### config.mk
export PLATFORM = sky130hd
export DESIGN_NAME = upcounter_ctrl
export DESIGN_NICKNAME = d
export VERILOG_FILES = /design/src/rtl/upcounter_ctrl_pkg.sv /design/src/rtl/upcounter_ctrl_tff.sv /design/src/rtl/upcounter_ctrl.sv
export SDC_FILE = /design/constraint.sdc
export NUM_CORES = 1
export LEC_CHECK = 0
export CORE_ASPECT_RATIO = 1.4
export CORE_MARGIN = 10
export CORE_UTILIZATION = 25
export DETAILED_ROUTE_END_ITERATION = 10
export PLACE_DENSITY = 0.51
export SLEW_MARGIN = 0
export SYNTH_ARGS = -nofsm -noshare
export SYNTH_HDL_FRONTEND = slang
export SYNTH_SLANG_ARGS = --single-unit
### constraint.sdc
create_clock -name clk -period 5.2 [get_ports clk]
set_clock_uncertainty 0.2 [all_clocks]
set_input_delay 0.52 -clock clk [delete_from_list [all_inputs] [get_ports clk]]
set_output_delay 0.52 -clock clk [all_outputs]
set_load 0.05 [all_outputs]
### src/rtl/upcounter_ctrl_pkg.sv
// upcounter_ctrl_pkg
//   Shared definitions for the up-counter sequencing controller:
//   the FSM state width and the state codes (also visible on the
//   controller's debug "state" output).
package upcounter_ctrl_pkg;

  localparam int STATE_W = 3;

  // Codes 5..7 are unused; the controller treats them as illegal and
  // returns to ST_IDLE.
  typedef enum logic [STATE_W-1:0] {
    ST_IDLE  = 3'd0,
    ST_CLEAR = 3'd1,
    ST_RUN   = 3'd2,
    ST_HOLD  = 3'd3,
    ST_DONE  = 3'd4
  } state_t;

endpackage

### src/rtl/upcounter_ctrl_tff.sv
// tff_count4
//   Synchronous up-counter built from a chain of T flip-flops.
//   Bit i toggles when en is high and all lower bits are one.
// Ports:
//   clk   rising-edge clock
//   reset asynchronous, active-low; clears q
//   clr   synchronous clear, wins over en
//   en    count enable
//   q     counter value
module tff_count4 #(
  parameter int WIDTH = 4
) (
  input  logic             clk,
  input  logic             reset,
  input  logic             clr,
  input  logic             en,
  output logic [WIDTH-1:0] q
);

  logic [WIDTH-1:0] t;

  assign t[0] = en;

  // Each toggle term is built from the enable and an AND of the lower
  // bits directly, rather than from t[i-1], so no bit of t depends on
  // another bit of the same vector.
  for (genvar i = 1; i < WIDTH; i++) begin : g_toggle
    assign t[i] = en & (&q[i-1:0]);
  end

  always_ff @(posedge clk or negedge reset) begin
    if (!reset) begin
      q <= '0;
    end else if (clr) begin
      q <= '0;
    end else begin
      q <= q ^ t;
    end
  end

endmodule

### src/rtl/upcounter_ctrl.sv
// upcounter_ctrl
//   Sequencing controller that turns the T-FF up-counter into a
//   programmable interval timer: start latches a terminal count and
//   reload mode, the counter is cleared, counts up to the terminal
//   count, then either finishes (done pulse) or wraps to 0 (tick pulse).
// Ports:
//   clk     rising-edge clock
//   reset   asynchronous, active-low
//   start   command pulse, accepted only in IDLE with abort low
//   limit   terminal count, latched on accepted start
//   reload  auto-reload mode, latched on accepted start
//   pause   level; freezes counting in RUN/HOLD
//   abort   cancels an active run (priority over pause/terminal/start)
//   q       counter value
//   cnt_en  enable currently applied to the counter
//   busy    high in CLEAR, RUN, HOLD
//   done    one-cycle pulse while in DONE
//   tick    one-cycle registered pulse after each reload wrap
//   state   FSM state code
//
// Handshake: there is no ready signal. start is a request that is taken
// only when the FSM is in IDLE and abort is low on the same edge; in any
// other state it is dropped. Completion is reported by done (one cycle),
// and busy covers the whole interval from acceptance to completion.
module upcounter_ctrl
  import upcounter_ctrl_pkg::*;
#(
  parameter int WIDTH = 4
) (
  input  logic               clk,
  input  logic               reset,
  input  logic               start,
  input  logic [WIDTH-1:0]   limit,
  input  logic               reload,
  input  logic               pause,
  input  logic               abort,
  output logic [WIDTH-1:0]   q,
  output logic               cnt_en,
  output logic               busy,
  output logic               done,
  output logic               tick,
  output logic [STATE_W-1:0] state
);

  state_t           state_q;
  state_t           state_d;
  logic [WIDTH-1:0] limit_r;
  logic             reload_r;
  logic             tick_q;
  logic             latch;
  logic             clr;
  logic             en;
  logic             wrap;

  tff_count4 #(.WIDTH(WIDTH)) u_cnt (
    .clk   (clk),
    .reset (reset),
    .clr   (clr),
    .en    (en),
    .q     (q)
  );

  // Next-state and counter control. The terminal compare looks at q
  // before any increment, so the counter stops at limit_r and never
  // wraps modulo 2^WIDTH.
  always_comb begin
    state_d = state_q;
    latch   = 1'b0;
    clr     = 1'b0;
    en      = 1'b0;
    wrap    = 1'b0;
    case (state_q)
      ST_IDLE: begin
        if (start && !abort) begin
          latch   = 1'b1;
          state_d = ST_CLEAR;
        end
      end
      ST_CLEAR: begin
        if (abort) begin
          state_d = ST_IDLE;
        end else begin
          clr     = 1'b1;
          state_d = ST_RUN;
        end
      end
      ST_RUN: begin
        if (abort) begin
          state_d = ST_IDLE;
        end else if (pause) begin
          state_d = ST_HOLD;
        end else if (q != limit_r) begin
          en = 1'b1;
        end else if (reload_r) begin
          clr  = 1'b1;
          wrap = 1'b1;
        end else begin
          state_d = ST_DONE;
        end
      end
      ST_HOLD: begin
        if (abort) begin
          state_d = ST_IDLE;
        end else if (!pause) begin
          state_d = ST_RUN;
        end
      end
      ST_DONE: begin
        state_d = ST_IDLE;
      end
      default: begin
        state_d = ST_IDLE;
      end
    endcase
  end

  always_ff @(posedge clk or negedge reset) begin
    if (!reset) begin
      state_q  <= ST_IDLE;
      limit_r  <= '0;
      reload_r <= 1'b0;
      tick_q   <= 1'b0;
    end else begin
      state_q <= state_d;
      tick_q  <= wrap;
      if (latch) begin
        limit_r  <= limit;
        reload_r <= reload;
      end
    end
  end

  assign cnt_en = en;
  assign busy   = (state_q == ST_CLEAR) || (state_q == ST_RUN) ||
                  (state_q == ST_HOLD);
  assign done   = (state_q == ST_DONE);
  assign tick   = tick_q;
  assign state  = state_q;

endmodule

======== Word level (Yosys, flattened, before mapping) ========
Index checks and enable logic that the tools add are counted.
word-level totals
  register bits ........................... 13
  bits of input ports ..................... 10
  output and inout bits ................... 11
  logic and storage cells ................. 49
operators by class
  equality and inequality tests ........... 9
  muxes and demuxes ....................... 23
  bitwise gates (word level) .............. 4
  reductions and logical operators ........ 8
operator list
  operator                                              count
  two-way mux 3 bit                                     7
  two-way mux 1 bit                                     12
  one-hot mux 3 bit (4 select lines)                    1
  != test 4 bit (second input constant)                 2
  equality test 3 x 2 -> 1 bit (second input constant)  2
  two-way mux 4 bit                                     1
  != test 4 bit                                         1
  AND reduction 4 bit                                   1
  XOR 4 bit                                             1
  AND 1 bit                                             3
  equality test 3 x 1 -> 1 bit (second input constant)  1
  equality test 3 bit (second input constant)           1
  logical NOT 3 bit                                     1
  != test 3 bit (second input constant)                 1
  AND reduction 3 bit                                   1
  logical OR 1 bit                                      2
  two-way mux 2 bit                                     1
  != test 2 bit (second input constant)                 1
  one-hot mux 1 bit (2 select lines)                    1
  AND reduction 2 bit                                   1
  logical AND 1 bit                                     1
  logical NOT 1 bit                                     1

======== Logic depth before layout (Yosys ltp) ========
Gate-level depths: netlist of run 1.
  word-level depth ........................ 8
  gate-level depth with buffers ........... 6
  mapped depth without buffers ............ 6

======== Modules after synthesis ========
Synthesis of run 1 repeated with hierarchy kept, for this count alone.
unflattened totals
  cell total of the unflattened synthesis .. 54
  area, all modules ....................... 666.9 sq um
by module, submodules not included
  module          instances  cells each  area an instance (sq um)  seq. area each (sq um)
  upcounter_ctrl  1          38          481.7                     225.2
  tff_count4      1          16          185.2                     100.1

======== Worst setup path after synthesis of run 1 ========
OpenSTA, ideal clock, no wires.
  path type ............................... flip-flop to flip-flop
  from .................................... register state_q[2] (netlist: state[2])
  to ...................................... register u_cnt.q[1]
  library setup time ...................... 0.120 ns
  arrival ................................. 2.344 ns
  required time ........................... 4.880 ns
  path slack .............................. 2.537 ns
  stages on the path, launching flop included .. 7
  path through ............................ dfrtp_1 > nor2_1 > nand3_1 > nor2_1 > ha_1 > xor2_1 > and3_1
between the ends
  longest elaborated chain between the ends .. 5
  elaborated cells on any way between the ends .. 7
  classes of those cells .................. eq/ne (2); mux (3); bitwise (2)
RTL lines
  item                          line                      source
  start: declaration            upcounter_ctrl.sv:45      state_t state_q;
  start signal: assignment      upcounter_ctrl.sv:124     state_q <= state_d;
  equality test 3 x 2 -> 1 bit  upcounter_ctrl.sv:72      case (state_q)
  two-way mux 1 bit             upcounter_ctrl.sv:72
  named net cnt_en              upcounter_ctrl.sv:38      output logic cnt_en,
  AND 1 bit                     upcounter_ctrl_tff.sv:28  assign t[i] = en & (&q[i-1:0]);
  XOR 4 bit                     upcounter_ctrl_tff.sv:37  q <= q ^ t;
  two-way mux 4 bit             upcounter_ctrl_tff.sv:34  end else if (clr) begin
  end signal: assignment        upcounter_ctrl_tff.sv:37
  end: declaration              upcounter_ctrl_tff.sv:17  output logic [WIDTH-1:0] q
The timed path passes the listed nets, and every way through them passes these cells.
A chain may end at the register's enable or synchronous reset.

======== Worst setup path after layout of run 1 ========
  from .................................... input port abort
  to ...................................... output port cnt_en
between the ends
  longest elaborated chain between the ends .. 2
RTL lines
  item                line                  source
  start: declaration  upcounter_ctrl.sv:36  input logic abort,
  two-way mux 1 bit   upcounter_ctrl.sv:88  if (abort) begin
  two-way mux 1 bit   upcounter_ctrl.sv:72
  end: declaration    upcounter_ctrl.sv:38
Every way passes these cells.

==> flow_summary.toml, run 1 <==
[floorplan]
row_count = 22
dieArea_um2 = 5340
core_um2 = 2640
die_y_um = 82.6
fp.dieW_um = 64.7
initial_core_util = 0.265
pin_count = 21

[power_and_ir_drop]
netSwitchingFraction = 0.390
switchingPower_mw = 0.131
power.leakage_nw = 0.428
power_density_nw_per_um2 = 347
pwr-share-comb = 0.383
seq_power_share = 0.427
ir_drop_v = 0.000188
p_int_mw = 0.204
finalPower_mw = 0.335
power.share.clock = 0.190

[global_routing]
grt_pass1_vias = 595
grt_max_degree = 14
antenna_found_initial = 0
grt.total_usage = 0.0720
grt_first_pass_wirelength_um = 2930
grt.overflow.total = 0

[yosys]
ys_ff_latch = 13
synthDominantCellAreaShare = 0.465
ys.flop_type = "dfrtp_1"
synthTopCellsByArea = "dfrtp_1 47%, mux2_2 9.7%, xor2_1 6.3%"
syn_inst = 62
seq_area_frac_synth = 0.465
syn_avg_cell_area_um2 = 11.3
synth_edf_count = 0
synth_top_area_cell = "dfrtp_1"
synth-async-reset-ratio = 1.00
synth_cell_types = 28
syn_nets = 73
synth_area_um2 = 699
ys_warn_count = 0

[route]
num_vias = 590
final_antenna_net_count = 0
first_iter_violations = 7
dr.pass1.iters = 4
wl_per_cell_um = 14.0
wl_um = 1700
via_per_inst = 4.88
drc = 0

[finish]
diodes = 0
final_cell_mix = "20 x clkdlybuf4s50_1, 13 x dfrtp_1, 6 x mux2_2"
area_growth_pct = 38.1
num-nets-final = 97
final_area_um2 = 966
final_common_cell = "clkdlybuf4s50_1"
drive_gt1_frac = 0.165

[sta]
setup_viol = 0
whs_ns = 0.333
fin_crit_sh = 0.623
timing.final.crit_period_ns = 3.24
worst_slew_pin_slew_ns = 0.593
report.final.slew_viol_count = 0
final.setup.tns_ns = 0
slew_headroom = 0.599
rsz0062_at_grt = "false"
hold_viol = 0
fmax_ghz = 0.309

[hold_path]
hold_end = "limit_r[3]"
holdPathStages = 1
min_from = "limit_r[3]"
hp-class = "flip-flop to flip-flop"

[worst_setup_path]
reg2reg_slack_ns = 3.08
crit_chain = "clkdlybuf4s50_1 > nor2_1 > nand3_1 > nor2_1 > clkdlybuf4s50_1"
arrival_ns = 2.52
cp_max_fo = 6
cpPeakStageDelay_ns = 0.83
end_kind = "output port"
r2r-start = "u_cnt.q[1]"
crit_path_top_delay_cell = "clkdlybuf4s50_1"
ff2ff_path_depth = 6
timing.rr.end = "u_cnt.q[1]"
path_class = "input port to output port"
startpoint_type = "input port"
crit_required_ns = 4.48

[placed_design]
gp_congestion = 0.809
port_buffers = 20
postPlaceCellArea_um2 = 940

[clock_tree]
cts_tree = "built"
cts_resized = 0
numCtsBuffers = 3
h-tree-depth = 1
cts-root-buf = "clkbuf_4"
clk_path_buf_depth = 2
insertion_delay_ns = 0.28
clk_pin_slew_ns = 0.08
post_cts_buffers = 0
cts_hold_buf = 0
cts_sinks = 13

[outcome]
status = "completed"

[flow_run]
maxCapViolCount = 0
-- area by class of cell --
cell class                 count  area, µm²
inverter                       2       7.51
fill                         287       1680
clock buffer                   4       26.3
sequential                    13        325
tap                           36       45.0
multi-input combinational     46        362
timing repair buffer          20        200
-- worst max path at each step --
| stage | startpoint | slack (ns) | to |
|---|---|---|---|
| floorplan | state[2] | 2.54 | u_cnt.q[1] |
| global placement | abort | 2.02 | cnt_en |
| detailed placement | abort | 1.98 | cnt_en |
| CTS | abort | 1.97 | cnt_en |
| global route | abort | 1.80 | cnt_en |
| finish | abort | 1.96 | cnt_en |
-- per-stage QoR --
stage / setup slack [ns] / cells / util
6_report: 1.96 / 121 / 0.366
5_1_grt: 1.80 / 121 / 0.366
4_1_cts: 1.97 / 121 / 0.366
3_5_place_dp: 1.98 / 117 / 0.356
3_3_place_gp: 2.02 / 117 / 0.356
2_1_floorplan: 2.54 / 62 / -
-- critical path, delay by kind of cell --
| kind | cells | cell delay (ns) |
|---|---|---|
| AND/OR/NAND/NOR | 3 | 0.69 |
| buffers and inverters | 2 | 1.30 |
-- per-layer routing --
metal	GRT usage	wire, µm	part of all wire
met1	0.0824	742	0.44
met2	0.104	769	0.45
met3	0.0377	146	0.086
met4	0.0451	41	0.024
met5	0	0	0
-- state kept, by name, indices dropped and copies added, names as in the netlist --
register	cells
u_cnt.q	4
reload_r	1
limit_r	4
state	3
tick	1
-- cell usage after synthesis, drive strengths merged (2+ instances only) --
cell type,number
nand4,2
nor4,2
nor3b,2
xor2,5
inv,2
nand2,2
nor2,5
mux2,6
dfrtp,13
nand3,5
and3,4
-- power by group through the flow --
| stage | Clock (mW) | Sequential [mW] | Combinational (mW) |
|---|---|---|---|
| floorplan | 0 | 0.168 | 0.0641 |
| global placement | 0 | 0.145 | 0.128 |
| detailed placement | 0 | 0.145 | 0.129 |
| CTS | 0.0675 | 0.143 | 0.130 |
| global route | 0.0761 | 0.147 | 0.138 |
| finish | 0.0635 | 0.143 | 0.128 |
-- cell families after synthesis --
group	Yosys count	synth area share
XOR/XNOR	5	0.0626
flip-flops	13	0.465
AO/OA/AOI/OAI	5	0.0590
multiplexers	6	0.0966
adder cells (fa/ha/maj)	1	0.0179
buffers and inverters	3	0.0179
AND/OR/NAND/NOR	29	0.281
Power figures use the tool's default switching activity.
==> run 2, diff against run 1 <==
Settings changed: PLACE_DENSITY 0.51 to 0.53.
Clock period 5.2 ns to 2.7 ns, I/O delays scaled along.
==> run 2 against run 1 <==
Effect of this change:
- clock power rose by 87%
- global-route usage is 0.33 points lower
- register-to-register slack got worse by 2.5 ns
- sequential share of layout area shrank 0.35 points
- total power is 92% higher
- design area rose by 1.0%
- hold slack worse by 0.17 ns
- die area stayed put
==> flow_summary.toml, run 2 (synthesis gave the netlist of run 1 again) <==
[outcome]
status = "completed"

[clock_tree]
cts_resized = 0
post_cts_buffers = 0
cts-root-buf = "clkbuf_4"
insertion_delay_ns = 0.27
numCtsBuffers = 3
clk_path_buf_depth = 2
cts_tree = "built"
cts_sinks = 13
h-tree-depth = 1
cts_hold_buf = 0
clk_pin_slew_ns = 0.08

[global_routing]
antenna_found_initial = 0
grt_first_pass_wirelength_um = 2820
grt_max_degree = 14
grt_pass1_vias = 597
grt.overflow.total = 0
grt.total_usage = 0.0687

[placed_design]
place_ws_ns = 0.407
port_buffers = 20
place_hpwl_um = 1330
gp_congestion = 0.814

[finish]
num-nets-final = 97
final_cell_mix = "19 x clkdlybuf4s50_1, 13 x dfrtp_1, 6 x mux2_2"
diodes = 0
final_common_cell = "clkdlybuf4s50_1"
nFillCells = 281
utilization = 0.369
drive_gt1_frac = 0.176
area_growth_pct = 39.5

[worst_setup_path]
arrival_ns = 2.00
end_kind = "output port"
crit_chain = "nor2_1 > and2_1 > clkdlybuf4s50_1"
path_class = "flip-flop to output port"
cp_max_fo = 10
crit_path_top_delay_cell = "clkdlybuf4s50_1"
startpoint_type = "flip-flop"
crit_required_ns = 2.23
cpPeakStageDelay_ns = 0.80

[sta]
report.final.slew_viol_count = 0
timing.final.crit_period_ns = 2.47
fmax_ghz = 0.404
rsz0062_at_grt = "false"
final.setup.tns_ns = 0
fin_crit_sh = 0.916
setup_viol = 0
hold_viol = 0
worst_slew_pin_slew_ns = 0.587
layout_setup_ws_ns = 0.228
slew_headroom = 0.607

[floorplan]
row_count = 22
core_um2 = 2640
fp.dieW_um = 64.7
die_y_um = 82.6
pin_count = 21
initial_core_util = 0.265
dieArea_um2 = 5340

[power_and_ir_drop]
power_density_nw_per_um2 = 658
ir_drop_v = 0.000281
power.leakage_nw = 0.433

[flow_run]
maxCapViolCount = 0

[route]
dr.pass1.iters = 4
final_antenna_net_count = 0
wl_per_cell_um = 13.5
drc = 0
first_iter_violations = 11
wl_um = 1630
via_per_inst = 4.78
num_vias = 578

[hold_path]
hp-class = "input port to asynchronous set/reset pin"
-- run 2: path summary, 6_finish.rpt --
kind,from,end,slack [ns],cells past startpoint
max,state[1],done,0.23,3
min,reset,u_cnt.q[0],0.16,1
max reg2reg,u_cnt.q[1],u_cnt.q[1],0.55,6
min reg2reg,limit_r[0],limit_r[0],0.34,1
max in group asynchronous,reset,state[1],1.75,1
min in group clk,limit_r[0],limit_r[0],0.34,1
-- run 2: power breakdown --
group	switching (mW)	internal [mW]	total [mW]
Clock	0.0623	0.0572	0.119
Combinational	0.141	0.107	0.248
Sequential	0.0455	0.229	0.275
Total	0.248	0.394	0.642
-- run 2: final cells by class --
type / instances / area [µm²] / area share
sequential: 13 / 325 / 0.333
inverter: 2 / 7.51 / 0.00769
timing repair buffer: 20 / 210 / 0.215
multi-input combinational: 46 / 362 / 0.371
tap: 36 / 45.0 / 0.0462
clock buffer: 4 / 26.3 / 0.0269
-- run 2: metal layers --
metal  GRT usage  up-vias  part of all wire
li1            -      280                 -
met1      0.0707      274              0.43
met2       0.107       19              0.46
met3      0.0256        5             0.076
met4      0.0644        0             0.040
met5           0        -                 0
-- run 2: through the flow --
stage / hold WS [ns] / instances / power, mW / cell area [µm²]
after floorplan: -0.226 / 62 / 0.446 / 699
after global placement: 0.312 / 117 / 0.530 / 950
after detailed placement: 0.319 / 117 / 0.530 / 950
after CTS: 0.185 / 121 / 0.651 / 976
after global routing: 0.213 / 121 / 0.684 / 976
final: 0.160 / 121 / 0.642 / 976
-- run 2: worst max-delay path: cells and delay by family (launching register included) --
| family | cells | cell delay, ns |
|---|---|---|
| simple gates | 2 | 0.46 |
| buf+inv | 1 | 0.80 |
| flops | 1 | 0.48 |
==> run 3, diff against run 2 <==
Settings changed: HOLD_SLACK_MARGIN set to 0.15, TNS_END_PERCENT set to 5.
==> results of run 3 <==
Same layout as run 2: the final DEF is identical, and so are final timing and power.
